===== src/rtl/kyber_pkg.sv =====
// Shared Kyber arithmetic constants and the coefficient type used by the
// multiplier datapath and its arbiter.
package kyber_pkg;

  localparam int KYBER_Q   = 3329;
  localparam int COEF_W    = 12;
  localparam int MUL_LAT   = 4;
  // floor(2^24 / q); every 12x12 product fits below 2^24
  localparam int BARRETT_M = 5039;

  typedef logic [COEF_W-1:0] coef_t;

  function automatic logic [13:0] cond_sub_q(input logic [13:0] x);
    return (x >= 14'(KYBER_Q)) ? (x - 14'(KYBER_Q)) : x;
  endfunction

endpackage


===== src/rtl/mul_reduce.sv =====
// Pipelined a*b mod q (q = 3329) using Barrett reduction; fixed 4-cycle
// latency from a/b to res, no stall, no reset on the datapath.
module mul_reduce
  import kyber_pkg::*;
(
  input  logic  clk,
  input  coef_t a,
  input  coef_t b,
  output coef_t res
);

  logic [23:0] p_q;
  logic [23:0] p2_q;
  logic [12:0] qe_q;
  logic [13:0] r_q;
  coef_t       res_q;

  // Barrett estimate may undershoot the true quotient by up to 2, so r < 3q
  always_ff @(posedge clk) begin
    p_q   <= 24'(a) * 24'(b);
    p2_q  <= p_q;
    qe_q  <= 13'((37'(p_q) * 37'(BARRETT_M)) >> 24);
    r_q   <= 14'(25'(p2_q) - 25'(qe_q) * 25'(KYBER_Q));
    res_q <= 12'(cond_sub_q(cond_sub_q(r_q)));
  end

  assign res = res_q;

endmodule


===== src/rtl/rr_arbiter.sv =====
// Round-robin grant: first asserted request scanning upward from ptr_i
// modulo N. en_i = 0 suppresses every grant.
module rr_arbiter #(
  parameter int N   = 4,
  parameter int IDW = (N > 1) ? $clog2(N) : 1
) (
  input  logic [N-1:0]   req_i,
  input  logic           en_i,
  input  logic [IDW-1:0] ptr_i,
  output logic [N-1:0]   gnt_o,
  output logic [IDW-1:0] gnt_id_o,
  output logic           gnt_vld_o
);

  logic [IDW-1:0] idx_s;

  always_comb begin
    gnt_o     = '0;
    gnt_id_o  = '0;
    gnt_vld_o = 1'b0;
    idx_s     = '0;
    for (int k = 0; k < N; k++) begin
      idx_s = IDW'((int'(ptr_i) + k) % N);
      if (en_i && !gnt_vld_o && req_i[idx_s]) begin
        gnt_o[idx_s] = 1'b1;
        gnt_id_o     = idx_s;
        gnt_vld_o    = 1'b1;
      end else begin
        gnt_vld_o = gnt_vld_o;
      end
    end
  end

endmodule


===== src/rtl/mul_arb.sv =====
// Shares one mul_reduce among N requesters; a tag pipeline routes each result
// back to its owner. Define MUL_ARB_FIXED_PRIO_EN for fixed lowest-index priority.
module mul_arb
  import kyber_pkg::*;
#(
  parameter int N   = 4,
  parameter int IDW = (N > 1) ? $clog2(N) : 1
) (
  input  logic              clk,
  input  logic              rst,
  input  logic              hold,
  input  logic [N-1:0]      req_valid,
  output logic [N-1:0]      req_ready,
  input  logic [N*COEF_W-1:0] req_a,
  input  logic [N*COEF_W-1:0] req_b,
  output logic [N-1:0]      rsp_valid,
  output coef_t             rsp_data,
  output logic [IDW-1:0]    rsp_id,
  output logic              busy
);

  logic [IDW-1:0] ptr_s;
  logic [IDW-1:0] gnt_id_s;
  logic           gnt_vld_s;
  coef_t          a_s, b_s, res_s;

  logic [MUL_LAT-1:0] tag_vld_q;
  logic [IDW-1:0]     tag_id_q [MUL_LAT];
  logic [N-1:0]       rsp_valid_q, rsp_valid_d;
  coef_t              rsp_data_q, rsp_data_d;
  logic [IDW-1:0]     rsp_id_q, rsp_id_d;

  rr_arbiter #(.N(N), .IDW(IDW)) u_arb (
    .req_i    (req_valid),
    .en_i     (!hold),
    .ptr_i    (ptr_s),
    .gnt_o    (req_ready),
    .gnt_id_o (gnt_id_s),
    .gnt_vld_o(gnt_vld_s)
  );

`ifdef MUL_ARB_FIXED_PRIO_EN
  assign ptr_s = '0;
`else
  logic [IDW-1:0] ptr_q, ptr_d;

  always_comb begin
    ptr_d = ptr_q;
    if (gnt_vld_s) begin
      ptr_d = (gnt_id_s == IDW'(N - 1)) ? '0 : gnt_id_s + IDW'(1);
    end else begin
      ptr_d = ptr_q;
    end
  end

  always_ff @(posedge clk or posedge rst) begin
    if (rst) ptr_q <= '0;
    else     ptr_q <= ptr_d;
  end

  assign ptr_s = ptr_q;
`endif

  // req_ready is one-hot or zero, so an AND-OR mux yields zero with no grant
  always_comb begin
    a_s = '0;
    b_s = '0;
    for (int i = 0; i < N; i++) begin
      a_s = a_s | (req_a[i*COEF_W +: COEF_W] & {COEF_W{req_ready[i]}});
      b_s = b_s | (req_b[i*COEF_W +: COEF_W] & {COEF_W{req_ready[i]}});
    end
  end

  mul_reduce u_mul (
    .clk(clk),
    .a  (a_s),
    .b  (b_s),
    .res(res_s)
  );

  always_ff @(posedge clk or posedge rst) begin
    if (rst) begin
      tag_vld_q <= '0;
      for (int s = 0; s < MUL_LAT; s++) tag_id_q[s] <= '0;
    end else begin
      tag_vld_q   <= {tag_vld_q[MUL_LAT-2:0], gnt_vld_s};
      tag_id_q[0] <= gnt_id_s;
      for (int s = 1; s < MUL_LAT; s++) tag_id_q[s] <= tag_id_q[s-1];
    end
  end

  always_comb begin
    rsp_valid_d = '0;
    rsp_data_d  = rsp_data_q;
    rsp_id_d    = rsp_id_q;
    for (int i = 0; i < N; i++) begin
      rsp_valid_d[i] = tag_vld_q[MUL_LAT-1] && (tag_id_q[MUL_LAT-1] == IDW'(i));
    end
    if (tag_vld_q[MUL_LAT-1]) begin
      rsp_data_d = res_s;
      rsp_id_d   = tag_id_q[MUL_LAT-1];
    end else begin
      rsp_data_d = rsp_data_q;
      rsp_id_d   = rsp_id_q;
    end
  end

  always_ff @(posedge clk or posedge rst) begin
    if (rst) begin
      rsp_valid_q <= '0;
      rsp_data_q  <= '0;
      rsp_id_q    <= '0;
    end else begin
      rsp_valid_q <= rsp_valid_d;
      rsp_data_q  <= rsp_data_d;
      rsp_id_q    <= rsp_id_d;
    end
  end

  assign rsp_valid = rsp_valid_q;
  assign rsp_data  = rsp_data_q;
  assign rsp_id    = rsp_id_q;
  assign busy      = (|tag_vld_q) | (|rsp_valid_q);

endmodule


===== config.mk =====
export PLATFORM = sky130hd
export DESIGN_NAME = mul_arb
export DESIGN_NICKNAME = d
export VERILOG_FILES = /design/src/rtl/kyber_pkg.sv /design/src/rtl/mul_reduce.sv /design/src/rtl/rr_arbiter.sv /design/src/rtl/mul_arb.sv
export SDC_FILE = /design/constraint.sdc
export NUM_CORES = 1
export LEC_CHECK = 0
export ABC_AREA = 0
export BUFFER_PORTS_ARGS = -buffer_cell sky130_fd_sc_hd__buf_4
export CAP_MARGIN = 20
export CORE_MARGIN = 10
export CORE_UTILIZATION = 37
export DETAILED_ROUTE_END_ITERATION = 8
export GPL_TIMING_DRIVEN = 0
export HOLD_SLACK_MARGIN = 0.1
export PLACE_DENSITY = 0.62
export SETUP_SLACK_MARGIN = 0.4
export SYNTH_ARGS = -nofsm -noshare
export SYNTH_HDL_FRONTEND = slang
export SYNTH_SLANG_ARGS = --single-unit

===== constraint.sdc =====
create_clock -name clk -period 21.5 [get_ports clk]
set_clock_uncertainty 0.1 [all_clocks]
set_input_delay 2.15 -clock clk [delete_from_list [all_inputs] [get_ports clk]]
set_output_delay 2.15 -clock clk [all_outputs]
set_load 0.05 [all_outputs]

Yosys cells after proc, flatten, opt, wreduce, memory -nomap -nowiden
Cells that the tools add are included.

operators by class
  $mul = 3
  bitwise logic cells = 18
  multiplexer cells = 31
  add/subtract/negate cells = 7
  eq/ne operators = 4
  order comparisons = 10
  reductions and logical operators = 22

operator list
  kind                    count
  $and 12x12->12          8
  $or 12x12->12           6
  $mul 24x13->37 const B  1
  $ge 14x12->1 const B    2
  $mul 12x12->24          1
  $mux 4                  4
  $logic_and 1x1->1       15
  $mul 13x12->14 const B  1
  $mux 14                 1
  $sub 14x12->14 const B  1
  $sub 14x14->14          1
  $lt 2x3->1 const B      4
  $mux 1                  12
  $mux 12                 1
  $or 4x4->4              3
  $sub 12x12->12 const B  1
  $mux 2                  5
  $bmux 1 s2              4
  $demux 1 s2             4
  $ge 2x1->1 const B      4
  $reduce_or 4->1         2
  $eq 2x2->1 const B      3
  $add 2x1->2 const B     2
  $add 2x2->2 const B     2
  4 further kinds         7

word-level totals
  input bits = 103
  output and inout bits = 23
  bits in registers = 109

Depth between registers and ports, before layout
Gate-level depths: netlist of the first run.

  depth in word-level cells = 21
  depth in mapped cells = 32
  mapped depth without buffers = 29

Modules after synthesis
Synthesis of the first run repeated with hierarchy kept, for this count alone.

second synthesis, totals
  cell total of the unflattened synthesis = 1616
  area, all modules = 15612.5 um^2

by module, submodules not included
  module      cells each  instances  area each (um^2)
  mul_reduce  1407        1          13476.7
  mul_arb     143         1          1571.5
  rr_arbiter  66          1          564.3

Worst setup path after synthesis of the first run
No wires, ideal clock.

  path type = in2reg
  from = input port req_valid[0]
  to = register u_mul.p_q[22]
  arrival = 8.536 ns
  buffers on the path = 2
  stages on the path = 24
  path slack = 12.801 ns
  cell sequence = mux4_2 -> and2_1 -> and3_1 -> a221o_1 -> buf_2 -> a22o_1 -> a221o_1 -> buf_2 -> nand2_1 -> fa_1 -> fa_1 -> inv_1 -> fa_1 -> fa_1 -> inv_1 -> fa_1 -> inv_1 -> ha_1 -> and3_1 -> a21oi_1 -> and3b_1 -> o31ai_1 -> or4b_2 -> nand3_1

between the ends
  word-level cells in the longest chain between the ends = 21
  elaborated cells between the ends (all ways) = 43
  classes of those cells = 1 x mul; 15 x mux; 17 x bitwise; 10 x reduce/logical

RTL lines
  item                                                   line                          source
  start, declared                                        mul_arb.sv:12                 input logic [N-1:0] req_valid,
  $bmux 1 s2                                             rr_arbiter.sv:24              if (en_i && !gnt_vld_o && req_i[idx_s]) begin
  $mux 1 (not written as such)                           rr_arbiter.sv:24
  $logic_and 1x1->1                                      rr_arbiter.sv:24
  $mux 1                                                 rr_arbiter.sv:24
  $logic_not 1->1                                        rr_arbiter.sv:24
  $logic_and 1x1->1 (2 in series)                        rr_arbiter.sv:24
  $mux 1                                                 rr_arbiter.sv:24
  $logic_not 1->1                                        rr_arbiter.sv:24
  $logic_and 1x1->1 (2 in series)                        rr_arbiter.sv:24
  $mux 1                                                 rr_arbiter.sv:24
  $logic_not 1->1                                        rr_arbiter.sv:24
  $logic_and 1x1->1 (2 in series)                        rr_arbiter.sv:24
  $mux 4 *                                               rr_arbiter.sv:24
  named net req_ready[0]                                 mul_arb.sv:13                 output logic [N-1:0] req_ready,
  $and 12x12->12, on equally long branches               mul_arb.sv:69, mul_arb.sv:70
  $or 12x12->12, on equally long branches (3 in series)  mul_arb.sv:69, mul_arb.sv:70
  $mul 12x12->24 *                                       mul_reduce.sv:20              p_q <= 24'(a) * 24'(b);
  end signal, assigned                                   mul_reduce.sv:20
  end, declared                                          mul_reduce.sv:12              logic [23:0] p_q;

The timed path passes the listed nets; every way through them passes the cells marked *. The select of a mux whose other input is x is not followed.
A chain may end at the register's enable or synchronous reset.

Final worst setup path of the first run
  from = input port req_valid[3]
  to = register u_mul.p_q[22]

between the ends
  word-level cells in the longest chain between the ends = 21
  elaborated cells between the ends (all ways) = 43
  classes of those cells = 1 x mul; 15 x mux; 17 x bitwise; 10 x reduce/logical

RTL lines
  item                                                   line
  $bmux 1 s2                                             rr_arbiter.sv:24
  $mux 1 (not written as such)                           rr_arbiter.sv:24
  $logic_and 1x1->1                                      rr_arbiter.sv:24
  $mux 1                                                 rr_arbiter.sv:24
  $logic_not 1->1                                        rr_arbiter.sv:24
  $logic_and 1x1->1 (2 in series)                        rr_arbiter.sv:24
  $mux 1                                                 rr_arbiter.sv:24
  $logic_not 1->1                                        rr_arbiter.sv:24
  $logic_and 1x1->1 (2 in series)                        rr_arbiter.sv:24
  $mux 1                                                 rr_arbiter.sv:24
  $logic_not 1->1                                        rr_arbiter.sv:24
  $logic_and 1x1->1 (2 in series)                        rr_arbiter.sv:24
  $mux 4 *                                               rr_arbiter.sv:24
  $and 12x12->12, on equally long branches               mul_arb.sv:69, mul_arb.sv:70
  $or 12x12->12, on equally long branches (3 in series)  mul_arb.sv:69, mul_arb.sv:70
  $mul 12x12->24 *                                       mul_reduce.sv:20

Every way passes the cells marked *; elsewhere a longest branch is shown, timed or not. The select of a mux whose other input is x is not followed.

==> results of run 1 <==
## layout make-up
class | count | area share
clock inverter | 7 | 0.005351
clock buffer | 9 | 0.01284
multi-input combinational | 1091 | 0.6634
inverter | 361 | 0.07727
sequential | 109 | 0.1336
buffer | 42 | 0.01398
timing repair buffer | 126 | 0.05508
tap | 539 | 0.03846
## placed cells by master, fill, tap and decap left out, types with 12 or more instances in the layout
cell     netlist  layout
xor2_1        16      16
a22o_1        25      25
dfxtp_1       77      77
a21o_1        17      17
o21ai_0       37      37
a21oi_1       42      42
nor3_1        12      12
nor2b_1       14      14
dfrtp_1       32      32
a221o_1       24      24
fa_1         236     236
xnor2_1       47      47
ha_1         234     234
inv_1        360     360
nand3_1       18      18
and2_1        32      32
nand2_1      126     126
nor2_1        62      62
buf_4          4     129
buf_2         21      21
mux2_2        13      13
## state kept, by name, indices dropped and copies added, names as in the netlist, named ones only
register	flops
rsp_data	12
tag_id_q	8
u_mul.r_q	14
u_mul.qe_q	13
u_mul.p2_q	14
rsp_id	2
u_mul.p_q	24
u_mul.res	12
ptr_q	1
rsp_valid	4
tag_vld_q	4
## final timing paths
| path | slack [ns] | startpoint | to |
|---|---|---|---|
| max reg2reg | 12.84 | ptr_q[1] | u_mul.p_q[22] |
| min reg2reg | 0.25 | tag_id_q[5] | tag_id_q[3] |
| max | 11.96 | req_valid[3] | u_mul.p_q[22] |
| max in group asynchronous | 19.18 | rst | rsp_data[6] |
| min | 0.25 | tag_id_q[5] | tag_id_q[3] |
| min in group asynchronous | 1.67 | rst | tag_id_q[5] |
## per-stage QoR
stage / instances / cell area (sq um) / setup slack, ns / hold slack (ns) / utilization
after floorplan: 1603 / 15580 / 12.80 / 0.2312 / -
after global placement: 2267 / 17190 / 11.80 / 0.2401 / 0.4116
after detailed placement: 2268 / 17220 / 11.64 / 0.2358 / 0.4123
after CTS: 2284 / 17540 / 11.99 / 0.2553 / 0.4199
after global routing: 2284 / 17540 / 11.50 / 0.2577 / 0.4199
final: 2284 / 17540 / 11.96 / 0.2517 / 0.4199
## worst reg2reg max path: stages, from the launching register on
cell      delay (ns)
dfrtp_1         0.57
inv_1           0.21
ha_1            0.44
mux4_2          0.36
nor3_1          0.47
a22oi_1         0.17
o21ai_0         0.31
clkbuf_1        0.48
a221o_1         0.40
buf_2           0.31
nand2_1         0.13
fa_1            0.53
fa_1            0.53
inv_1           0.06
fa_1            0.51
fa_1            0.49
inv_1           0.05
fa_1            0.47
inv_1           0.04
ha_1            0.32
nand3_1         0.15
a211oi_1        0.34
and3b_1         0.27
o31ai_1         0.52
or4b_2          0.23
nand3_1         0.08
## metal layers
layer  wire length [um]  up-vias
li1                   -     5426
met1              14980     5575
met2              17850      192
met3               1178       29
met4                447        0
met5                  0        -
## cells by family after synthesis
| group | synth area share |
|---|---|
| adder cells (fa/ha/maj) | 0.4913 |
| buffers and inverters | 0.1027 |
| AND/OR/NAND/NOR | 0.09744 |
| AO/OA/AOI/OAI | 0.1084 |
| flip-flops | 0.1504 |
| XOR/XNOR | 0.03542 |
| multiplexers | 0.01438 |
==> flow_summary.ini, run 1 <==
[clock_tree]
htreeDepth = 3
cts_root_buffer = clkbuf_16
clockBufferDepth = 2
tritoncts = done
path_clk_slew_ns = 0.08
cts-hold-fix-buffers = 0
post-cts-setup-buffers = 0
clk_latency_ns = 0.37
cts.sinks = 109
numCtsBuffers = 9
cts_repair_resize_count = 0

[worst_setup_path]
path_delay_family = adder cells
crit_top_cell = fa_1
worstPathCellList = buf_4, mux4_2, nor2b_4, a22oi_1, o21ai_0, clkbuf_1, a221o_1, buf_2, nand2_1, fa_1, fa_1, inv_1, fa_1, fa_1, inv_1, fa_1, inv_1, ha_1, nand3_1, a211oi_1, and3b_1, o31ai_1, or4b_2, nand3_1
crit_type = in2reg
crit_path_max_fanout = 10
cp-start-kind = input port
path_buf_inv = 6
worst-path-stages = 24
reg2reg_depth = 25
cp.required_ns = 21.63
worst-endpoint-arrival_ns = 9.68
slowest_delay_ns = 0.60
cpMaxStageDelayCell = o21ai_0
end_kind = register

[synthesis]
syn-instance-count = 1603
ys_ff_latch = 109
synth_cell_types = 78
synth_fp_nets = 2176
synth_common_cells = inv_1 (360), fa_1 (236), ha_1 (234)
synthFlopType = dfxtp_1
synth_top_area_frac = 0.3033
synth-edff-count = 0
syn_area_per_cell_sq_um = 9.717
synth_top_area_cell = fa_1
synthMostInstantiatedCell = inv_1
ys_seq_area_frac = 0.1504
async_flop_share = 0.2936
syn_area_sq_mm = 0.01558
netlist_top_cells_area = fa_1 (30%), ha_1 (19%), dfxtp_1 (9.9%)
yosys_warnings = 0

[routing]
drt_first_pass_iters = 5
num_vias = 11220
totalWireLength_um = 34450
dr.first_iter.drc_count = 509
ant_nets = 0
wl_per_cell_um = 15.08
viasPerCell = 4.913
drc = 0

[final_layout]
synthToLayoutAreaGrowth_pct = 12.58
drive_gt1_frac = 0.1186
multi_input_area_sq_mm = 0.01163
fillers = 4066
regArea_sq_mm = 0.002342
fin_nets = 2313
n_antenna_cell = 0

[global_routing]
grt_busiest_layer = met2
grt_max_degree = 25
grt_antenna_before_repair = 0
grt_pass1_vias = 12120
overflow = 0
grt_pass1_wl_um = 58680
grt_usage = 0.1406
met3_usage = 0.02095
met2_usage = 0.2554
grt_util_met1 = 0.1717

[hold_path]
holdPathStages = 0
hold_path.class = reg2reg

[flow_run]
maxCapViolCount = 0

[die]
placementRows = 75
fp.dieH_um = 225.2
num_io_pins = 126
die-area_sq_mm = 0.05070
die_w_um = 225.2
core_sq_mm = 0.04176
initial_core_util = 0.3730

[timing]
max_freq_ghz = 0.1048
setup_viol = 0
rsz0062_at_grt = no
drv_slew = 0
tns_ns = 0
hold_viol_final = 0
slew_headroom = 0.5050
worst_pin_slew_ns = 0.7347
fin_crit_sh = 0.4438
period_minus_slack_ns = 9.541

[place]
gp_congestion = 0.8560
portBuffers = 125
place_hpwl_um = 30050

[outcome]
status = finished clean
Power of run 1 is not shown: default switching activity piles up to over one toggle a cycle in this logic, so the estimate is an artifact.
==> inputs of run 2 (changes only) <==
ABC_AREA = 1   (was 0)
clock period = 9.9 ns   (was 21.5 ns; I/O delays follow)
==> flow_summary.ini, run 2 <==
[final_layout]
n_antenna_cell = 0
regMostFlops = u_mul.p_q
utilization = 0.4192
multi_input_area_sq_mm = 0.01232
drive_gt1_frac = 0.1140
synthToLayoutAreaGrowth_pct = 12.30
reg_top3 = u_mul.p_q: 24 flops, u_mul.p2_q: 14 flops, u_mul.r_q: 14 flops
fin_cells = 2733
final_common_cell = nand2_1
final_cell_mix = nand2_1 (471), inv_1 (423), fa_1 (236)
fin_nets = 2709
largest_reg_flops = 24
regArea_sq_mm = 0.002342
fillers = 4471

[routing]
drt_first_pass_iters = 5
drc = 0
num_vias = 12920
totalWireLength_um = 38850
viasPerCell = 4.726
wl_per_cell_um = 14.22
dr.first_iter.drc_count = 618
ant_nets = 0

[clock_tree]
htreeDepth = 3
cts_repair_resize_count = 0
numCtsBuffers = 9
post-cts-setup-buffers = 0
cts-hold-fix-buffers = 0
clockBufferDepth = 2
tritoncts = done
cts.sinks = 109
cts_root_buffer = clkbuf_16
path_clk_slew_ns = 0.09
clk_latency_ns = 0.36

[synthesis]
synth_top_area_cell = fa_1
ys_ff_latch = 109
ys_seq_area_frac = 0.1422
synth_common_cells = nand2_1 (471), inv_1 (423), fa_1 (236)
synth_fp_nets = 2572
async_flop_share = 0.2936
syn_area_per_cell_sq_um = 8.241
synth-edff-count = 0
syn_area_sq_mm = 0.01647
syn-instance-count = 1999
synth_cell_types = 49
netlist_top_cells_area = fa_1 (29%), ha_1 (18%), nand2_1 (11%)
synthMostInstantiatedCell = nand2_1
synthFlopType = dfxtp_1
synth_top_area_frac = 0.2868
yosys_warnings = 0

[die]
initial_core_util = 0.3733
placementRows = 77
die_w_um = 231.0
core_sq_mm = 0.04412
fp.dieH_um = 231.0
die-area_sq_mm = 0.05336
num_io_pins = 126

[timing]
worst_pin_slew_ns = 0.6695
fin_crit_sh = 0.7494
drv_slew = 0
period_minus_slack_ns = 7.419
hold_viol_final = 0
max_freq_ghz = 0.1348
slew_headroom = 0.5490
setup_viol = 0
rsz0062_at_grt = no
tns_ns = 0

[worst_setup_path]
crit_top_cell = nand2_1
cp.required_ns = 10.07
end_kind = register
path_buf_inv = 7
crit_path_max_fanout = 10
crit_type = reg2reg
path_delay_family = adder cells
worst-endpoint-arrival_ns = 7.58
cpMaxStageDelayCell = dfrtp_1
slowest_delay_ns = 0.57
cp-start-kind = register

[global_routing]
grt_pass1_wl_um = 65070
overflow = 0
grt_max_degree = 27
grt_usage = 0.1470
grt_pass1_vias = 13340
grt_antenna_before_repair = 0

[flow_run]
maxCapViolCount = 0

[place]
placed_cells = 2717
portBuffers = 125
gp_congestion = 0.8900
place_hpwl_um = 34010

[outcome]
status = finished clean

[hold_path]
hold_path.class = reg2reg
## run 2: area by class of cell
| cell class | instances | share of cell area |
|---|---|---|
| well taps | 592 | 0.04004 |
| repair buffers | 126 | 0.05222 |
| clock buffers | 9 | 0.01217 |
| multi-input cells | 1424 | 0.6657 |
| plain buffers | 19 | 0.007372 |
| flip-flops and latches | 109 | 0.1266 |
| clock inverters | 7 | 0.005073 |
| inverters | 447 | 0.09077 |
## run 2: metrics by stage
step | area [sq um] | hold WS [ns] | worst slack, ns
finish | 18500 | 0.2521 | 2.481
global route | 18500 | 0.2584 | 1.947
CTS | 18500 | 0.2571 | 2.448
detailed placement | 18180 | 0.2365 | 2.293
global placement | 18150 | 0.2358 | 2.414
floorplan | 16470 | 0.2312 | 3.253
## run 2: logic make-up (layout without fill, tap and decap cells)
family	after synthesis	after routing	synth area share
AND/OR/NAND/NOR	723	723	0.1854
XOR/XNOR	69	69	0.03669
multiplexers	12	12	0.008203
flip-flops	109	109	0.1422
adder cells (fa/ha/maj)	470	470	0.4645
AO/OA/AOI/OAI	150	150	0.05279
buffers and inverters	466	608	0.1102
## run 2: worst reg2reg max path: cells and delay by family, from the launching register on
family,cells,cell delay (ns)
AND/OR/NAND/NOR,13,1.57
flip-flops,1,0.57
adder cells (fa/ha/maj),7,3.23
buffers and inverters,7,0.91
AO/OA/AOI/OAI,2,0.72
XOR/XNOR,1,0.22
## run 2: path summary, 6_finish.rpt
check / startpoint / endpoint / slack, ns / cells after the start
min in group asynchronous: rst / ptr_q[1] / 0.47 / 2
worst min-delay path: tag_id_q[3] / tag_id_q[1] / 0.25 / 0
worst max-delay path: ptr_q[1] / u_mul.p_q[23] / 2.48 / 30
worst min register to register: tag_id_q[3] / tag_id_q[1] / 0.25 / 0
max in group asynchronous: rst / rsp_data[7] / 8.79 / 3
worst max register to register: ptr_q[1] / u_mul.p_q[23] / 2.48 / 30
## run 2: routing by layer
layer  wire [um]  vias up  track usage
li1            -     6346            -
met1       17080     6320       0.1856
met2       20040      211       0.2655
met3        1126       40      0.01607
met4         607        0      0.02980
met5           0        -            0
Power of run 2 is left out for the same reason.
